==> src/rtl/remote_comm_if.sv <==
// Host-side command/response bundle for remote_comm.
// master = host logic issuing commands, slave = remote_comm.
interface remote_comm_if;
  logic        snd_cmd;
  logic [15:0] cmd;
  logic [7:0]  resp;
  logic        cmd_snt;
  logic        resp_rdy;

  modport master (
    output snd_cmd, cmd,
    input  resp, cmd_snt, resp_rdy
  );

  modport slave (
    input  snd_cmd, cmd,
    output resp, cmd_snt, resp_rdy
  );
endinterface

==> src/rtl/remote_comm.sv <==
// Host-side UART link: 16-bit command out as two 8N1 frames, 1-byte reply in.
// Optional REMOTE_COMM_RX_SYNC_EN adds a 2-flop RX synchronizer.
module remote_comm #(
  parameter int BAUD_DIV = 2604
) (
  input  logic          clk,
  input  logic          rst,
  remote_comm_if.slave  host,
  input  logic          RX,
  output logic          TX
);

  localparam int CW = $clog2(BAUD_DIV);
  localparam logic [CW-1:0] LAST = CW'(BAUD_DIV - 1);
  localparam logic [CW-1:0] HALF = CW'(BAUD_DIV / 2 - 1);

  typedef enum logic [1:0] {
    T_IDLE, T_HIGH, T_LOW
  } tx_st_t;

  typedef enum logic [1:0] {
    R_IDLE, R_START, R_DATA, R_STOP
  } rx_st_t;

  tx_st_t        tst, tst_nx;
  logic [15:0]   hold;
  logic [CW-1:0] tcnt;
  logic [3:0]    tbit;
  logic          tx_last;
  logic          accept;
  logic          tx_nx;
  logic [7:0]    byte_sel;
  logic [9:0]    frame;
  logic          done_q;
  logic          cmd_snt_q;

  rx_st_t        rst_st, rst_nx;
  logic          rx_s;
  logic          rx_prev;
  logic [CW-1:0] rcnt;
  logic [2:0]    rbit;
  logic [7:0]    rsh;
  logic [7:0]    resp_q;
  logic          resp_rdy_q;
  logic          rx_fall;
  logic          rx_start_ok;
  logic          rx_shift;
  logic          rx_load;

  assign tx_last = (tcnt == LAST) && (tbit == 4'd9);
  assign accept  = host.snd_cmd && (tst == T_IDLE);

  always_ff @(posedge clk or posedge rst) begin
    if (rst) tst <= T_IDLE;
    else     tst <= tst_nx;
  end

  always_comb begin
    tst_nx = tst;
    unique case (tst)
      T_IDLE:  if (host.snd_cmd) tst_nx = T_HIGH;
      T_HIGH:  if (tx_last) tst_nx = T_LOW;
      T_LOW:   if (tx_last) tst_nx = T_IDLE;
      default: tst_nx = T_IDLE;
    endcase
  end

  // TX is registered, so the start bit appears one edge after acceptance
  always_comb begin
    byte_sel = (tst == T_LOW) ? hold[7:0] : hold[15:8];
    frame    = {1'b1, byte_sel, 1'b0};
    tx_nx    = 1'b1;
    if (tst != T_IDLE) tx_nx = frame[tbit];
  end

  always_ff @(posedge clk or posedge rst) begin
    if (rst) begin
      tcnt <= '0;
      tbit <= '0;
    end else if (tst == T_IDLE) begin
      tcnt <= '0;
      tbit <= '0;
    end else if (tcnt == LAST) begin
      tcnt <= '0;
      tbit <= (tbit == 4'd9) ? 4'd0 : tbit + 4'd1;
    end else begin
      tcnt <= tcnt + 1'b1;
    end
  end

  always_ff @(posedge clk or posedge rst) begin
    if (rst) begin
      TX        <= 1'b1;
      hold      <= '0;
      done_q    <= 1'b0;
      cmd_snt_q <= 1'b0;
    end else begin
      TX     <= tx_nx;
      done_q <= (tst == T_LOW) && tx_last;
      if (accept) hold <= host.cmd;
      if (accept)      cmd_snt_q <= 1'b0;
      else if (done_q) cmd_snt_q <= 1'b1;
    end
  end

`ifdef REMOTE_COMM_RX_SYNC_EN
  logic [1:0] rx_sync;

  always_ff @(posedge clk or posedge rst) begin
    if (rst) rx_sync <= 2'b11;
    else     rx_sync <= {rx_sync[0], RX};
  end

  assign rx_s = rx_sync[1];
`else
  assign rx_s = RX;
`endif

  assign rx_fall = rx_prev && !rx_s;

  always_ff @(posedge clk or posedge rst) begin
    if (rst) rst_st <= R_IDLE;
    else     rst_st <= rst_nx;
  end

  always_comb begin
    rst_nx = rst_st;
    unique case (rst_st)
      R_IDLE:  if (rx_fall) rst_nx = R_START;
      R_START: if (rcnt == HALF) rst_nx = rx_s ? R_IDLE : R_DATA;
      R_DATA:  if (rcnt == LAST && rbit == 3'd7) rst_nx = R_STOP;
      R_STOP:  if (rcnt == LAST) rst_nx = R_IDLE;
      default: rst_nx = R_IDLE;
    endcase
  end

  always_comb begin
    rx_start_ok = (rst_st == R_START) && (rcnt == HALF) && !rx_s;
    rx_shift    = (rst_st == R_DATA) && (rcnt == LAST);
    rx_load     = (rst_st == R_STOP) && (rcnt == LAST);
  end

  // counter restarts on every state change so each phase times from zero
  always_ff @(posedge clk or posedge rst) begin
    if (rst) begin
      rcnt <= '0;
      rbit <= '0;
    end else begin
      if (rst_nx != rst_st || rcnt == LAST) rcnt <= '0;
      else if (rst_st != R_IDLE)            rcnt <= rcnt + 1'b1;
      if (rst_st != R_DATA) rbit <= '0;
      else if (rx_shift)    rbit <= rbit + 3'd1;
    end
  end

  always_ff @(posedge clk or posedge rst) begin
    if (rst) begin
      rx_prev    <= 1'b1;
      rsh        <= '0;
      resp_q     <= '0;
      resp_rdy_q <= 1'b0;
    end else begin
      rx_prev <= rx_s;
      if (rx_shift) rsh <= {rx_s, rsh[7:1]};
      if (rx_load) resp_q <= rsh;
      if (rx_load)                        resp_rdy_q <= 1'b1;
      else if (accept || rx_start_ok)     resp_rdy_q <= 1'b0;
    end
  end

  assign host.resp     = resp_q;
  assign host.resp_rdy = resp_rdy_q;
  assign host.cmd_snt  = cmd_snt_q;

endmodule

==> src/flat_wrapper.sv <==
// flat-port wrapper written by rule: the top's interface ports become plain ports
module remote_comm_flat 
#(
  parameter int BAUD_DIV = 2604
)
  (clk, rst, RX, TX, host_snd_cmd, host_cmd, host_resp, host_cmd_snt, host_resp_rdy);
  remote_comm_if host_i ();
  input  logic clk;
  input  logic rst;
  input  logic RX;
  output logic TX;
  input wire logic [$bits(host_i.snd_cmd)-1:0] host_snd_cmd;
  input wire logic [$bits(host_i.cmd)-1:0] host_cmd;
  output wire logic [$bits(host_i.resp)-1:0] host_resp;
  output wire logic [$bits(host_i.cmd_snt)-1:0] host_cmd_snt;
  output wire logic [$bits(host_i.resp_rdy)-1:0] host_resp_rdy;
  assign host_i.snd_cmd = host_snd_cmd;
  assign host_i.cmd = host_cmd;
  assign host_resp = host_i.resp;
  assign host_cmd_snt = host_i.cmd_snt;
  assign host_resp_rdy = host_i.resp_rdy;
  remote_comm #(.BAUD_DIV(BAUD_DIV)) u_core (.clk(clk), .rst(rst), .host(host_i), .RX(RX), .TX(TX));
endmodule
==> config.mk <==
export PLATFORM = sky130hd
export DESIGN_NAME = remote_comm_flat
export DESIGN_NICKNAME = d
export VERILOG_FILES = /design/src/rtl/remote_comm_if.sv /design/src/rtl/remote_comm.sv /design/src/flat_wrapper.sv
export SDC_FILE = /design/constraint.sdc
export NUM_CORES = 1
export LEC_CHECK = 0
export CORE_ASPECT_RATIO = 1.2
export CORE_UTILIZATION = 57
export CTS_CLUSTER_SIZE = 30
export DETAILED_ROUTE_END_ITERATION = 10
export GPL_TIMING_DRIVEN = 0
export MAX_ROUTING_LAYER = met4
export PLACE_DENSITY = 0.81
export SLEW_MARGIN = 20
export SYNTH_ARGS = -nofsm -noshare
export SYNTH_HDL_FRONTEND = slang
export SYNTH_SLANG_ARGS = --single-unit
==> constraint.sdc <==
create_clock -name clk -period 2.8 [get_ports clk]
set_clock_uncertainty 0.1 [all_clocks]
set_input_delay 0.56 -clock clk [delete_from_list [all_inputs] [get_ports clk]]
set_output_delay 0.56 -clock clk [all_outputs]
set_load 0.01 [all_outputs]
==> impl_metrics.py <==
metrics = {
    "synth": {
        "async_flop_share_pct": 100,
        "syn_avg_cell_area_um2": 12.0,
        "synth_seq_cells": 72,
        "seq_area_frac_synth_pct": 52.8,
        "yosys_warnings": 0,
        "synth_top_area_share_pct": 51.2,
        "ys_types": 52,
        "netlist_instances": 286,
        "synth_top_flop_cell": "dfrtp_1",
        "synth_edf_count": 0,
        "yosysTopAreaCell": "dfrtp_1",
        "synth_nets": 313,
        "synth.cell_area_um2": 3420,
        "synthTopCellsByArea": "dfrtp_1, mux2_2, nor2_1",
    },
    "finish": {
        "fillers": 407,
        "fin_nets": 355,
        "final_cell_area_um2": 4070,
        "area_growth_pct": 19.1,
        "multiInputGateArea_um2": 1520,
        "drive_above_1_share_pct": 21.6,
        "seq_area_um2": 1800,
        "n_antenna_cell": 0,
    },
    "die": {
        "row_count": 30,
        "floorplan.initialDensity_pct": 59.9,
        "die-area_um2": 6310,
        "core-area_um2": 5710,
        "die_x_um": 72.7,
        "die_h_um": 86.8,
        "io_pins": 31,
    },
    "setup_path": {
        "path_class": "register to register",
        "cp_top_family": "simple AND/OR/NAND/NOR gates",
        "crit_chain": "inv_1, ha_1, nor4bb_1, nand3_1, o211ai_2, nor2_1",
        "critical_path.max_stage_delay_ns": 0.49,
        "required_ns": 2.92,
        "cp_max_fo": 10,
        "r2r_cells": 6,
        "cp.depth": 6,
        "crit_arrival_ns": 2.24,
        "endpoint_kind": "register",
        "crit_buf_inv": 1,
        "slowest_stage": "o211ai_2",
        "critPathLaunchType": "register",
    },
    "pwr": {
        "power_frac_clock_pct": 35.1,
        "p_sw_share_pct": 28.7,
        "powerDensity_nw_per_um2": 649,
        "intPower_mw": 1.89,
        "pwr-share-comb_pct": 15.3,
        "vdd_drop_max_mv": 0.395,
        "p_switching_mw": 0.758,
        "pwr-share-seq_pct": 49.6,
        "p_leak_nw": 1.83,
    },
    "clock_network": {
        "clock_latency_ns": 0.36,
        "h-tree-depth": 3,
        "post-cts-setup-buffer-count": 0,
        "cts_tree": "built",
        "cts-root-buf": "clkbuf_8",
        "cts_resized": 0,
        "cts_made_buffers": 9,
        "hold_buffers": 0,
        "clk_pin_slew_ns": 0.09,
        "cts_buffer_depth": 2,
        "cts.sinks": 72,
    },
    "timing": {
        "maxSlewViolCount": 0,
        "whs_ns": 0.391,
        "slew_headroom_pct": 62.9,
        "period_share_pct": 75.7,
        "finalHoldViolCount": 0,
        "setup-violations-final": 0,
        "fmax_mhz": 472,
        "fin_crit_ns": 2.12,
        "finalSetupTns_ns": 0,
        "tightest_slew_ns": 0.556,
        "rsz0062_at_grt": "false",
    },
    "grt": {
        "first_global_vias": 2294,
        "grt_pass1_wl_um": 10300,
        "grt_overflow": 0,
        "grt_max_degree": 47,
        "antenna_found_initial": 0,
        "grtUsageTotal_pct": 22.6,
    },
    "routing": {
        "routed_via_density": 5.53,
        "wire_per_inst_um": 14.9,
        "drt_wl_total_um": 6170,
        "drc": 0,
        "drt_iter0_markers": 135,
        "ant_nets": 0,
        "drt_pre_antenna_iters": 4,
        "vias": 2284,
    },
    "worst_hold_path": {
        "hold_depth": 2,
        "hold_class": "register to register",
    },
    "place": {
        "post-dp-hpwl_um": 4340,
        "place_congestion": 0.808,
        "portBuffers": 30,
        "dpl_cell_area_um2": 3850,
    },
    "run": {
        "drv_cap": 0,
    },
    "outcome": {
        "status": "finished, final reports clean",
    },
}
[final cells by class]
| type | count | area share [%] |
|---|---|---|
| buffer | 9 | 1.60 |
| clock buffer | 9 | 3.04 |
| clock inverter | 7 | 2.46 |
| inverter | 9 | 0.891 |
| multi-input combinational | 196 | 37.2 |
| sequential | 72 | 44.3 |
| tap | 80 | 2.46 |
| timing repair buffer | 31 | 8.05 |
[metal layers]
| layer | track usage [%] | vias to the layer above | wire length, um | share of wire, % |
|---|---|---|---|---|
| li1 | - | 1097 | - | - |
| met1 | 26.2 | 1152 | 2730 | 44 |
| met2 | 38.1 | 26 | 3170 | 51 |
| met3 | 4.77 | 9 | 172 | 2.8 |
| met4 | 9.09 | 0 | 101 | 1.6 |
| met5 | - | - | 0 | 0 |
[worst paths after layout]
kind | startpoint | endpoint | slack [ns]
max in group asynchronous | rst | u_core.tst[1]$_DFFE_PP0P_ | 1.64
max | u_core.rcnt[1]$_DFFE_PP0P_ | u_core.rcnt[6]$_DFFE_PP0P_ | 0.68
min reg2reg | u_core.done_q$_DFF_PP0_ | u_core.host.cmd_snt$_DFFE_PP0P_ | 0.39
min | u_core.done_q$_DFF_PP0_ | u_core.host.cmd_snt$_DFFE_PP0P_ | 0.39
min in group asynchronous | rst | u_core.hold[13]$_DFFE_PP0P_ | 0.43
max reg2reg | u_core.rcnt[1]$_DFFE_PP0P_ | u_core.rcnt[6]$_DFFE_PP0P_ | 0.68
[layout by cell type, fill, tap and decap left out, types with 3 or more instances in the layout]
| cell | count |
|---|---|
| dfrtp_1 | 70 |
| mux2_2 | 33 |
| nor2_1 | 32 |
| clkdlybuf4s50_1 | 30 |
| nand2_1 | 15 |
| xor2_1 | 12 |
| clkbuf_8 | 9 |
| nand3_1 | 8 |
| xnor2_1 | 8 |
| inv_1 | 8 |
| a21oi_1 | 7 |
| ha_1 | 7 |
| o21ai_0 | 6 |
| nand4_1 | 6 |
| buf_4 | 4 |
| nor3_1 | 4 |
| and3_1 | 4 |
| nor2b_1 | 4 |
| and2_1 | 4 |
| nor4bb_1 | 3 |
| and4_1 | 3 |
| mux4_2 | 3 |
| a211oi_1 | 3 |
| inv_6 | 3 |
[cells by family after synthesis]
| group | synth area share, % |
|---|---|
| DFF | 52.8 |
| muxes | 13.4 |
| xor gates and xnor gates | 5.12 |
| AOI/OAI and AO/OA | 6.00 |
| and+or+nand+nor | 17.2 |
| buffers and inverters | 2.89 |
| adders and majority gates | 2.56 |
[sequential cells by signal, indices dropped and copies added, names as in the netlist, 2 cells and up]
register and flops:
u_core.rbit 3, u_core.tst 2, u_core.tcnt 12, u_core.hold 16, u_core.rsh 8, u_core.rst_st 2
u_core.rcnt 12, u_core.host.resp 8, u_core.tbit 4
[metrics by stage]
step                utilization, %  power (mW)  setup WS (ns)  cells
floorplan                        -        1.60          0.318    286
global placement              66.9        1.70         -0.827    396
detailed placement            67.5        1.73          0.623    397
CTS                           71.4        2.66          0.651    413
global route                  71.4        2.77          0.528    413
finish                        71.4        2.64          0.680    413
[cells in the mapped netlist, types with 2 or more instances]
library cell	n
dfrtp_1	70
mux2_2	33
nor2_1	32
nand2_1	15
xor2_1	12
inv_1	9
nand3_1	8
xnor2_1	8
a21oi_1	7
ha_1	7
nand4_1	6
o21ai_0	6
and2_1	4
and3_1	4
buf_4	4
nor2b_1	4
nor3_1	4
a211oi_1	3
and4_1	3
mux4_2	3
nor4bb_1	3
and4bb_2	2
buf_6	2
clkbuf_1	2
dfstp_2	2
mux2i_1	2
nand3b_1	2
o22a_1	2
o22ai_1	2
o31ai_1	2
or4_1	2
[power groups by stage]
stage	sequential [mW]	clock (mW)	combinational [mW]
after floorplan	1.29	0	0.307
after global placement	1.32	0	0.380
after detailed placement	1.33	0	0.404
after CTS	1.31	0.944	0.408
after global routing	1.33	0.980	0.458
final	1.31	0.927	0.405
[worst min-delay path, stage by stage (launching register included)]
cell and delay [ns]:
dfrtp_1 0.33, nor2_1 0.04, nor2_1 0.08
Power figures use the tool's default switching activity.
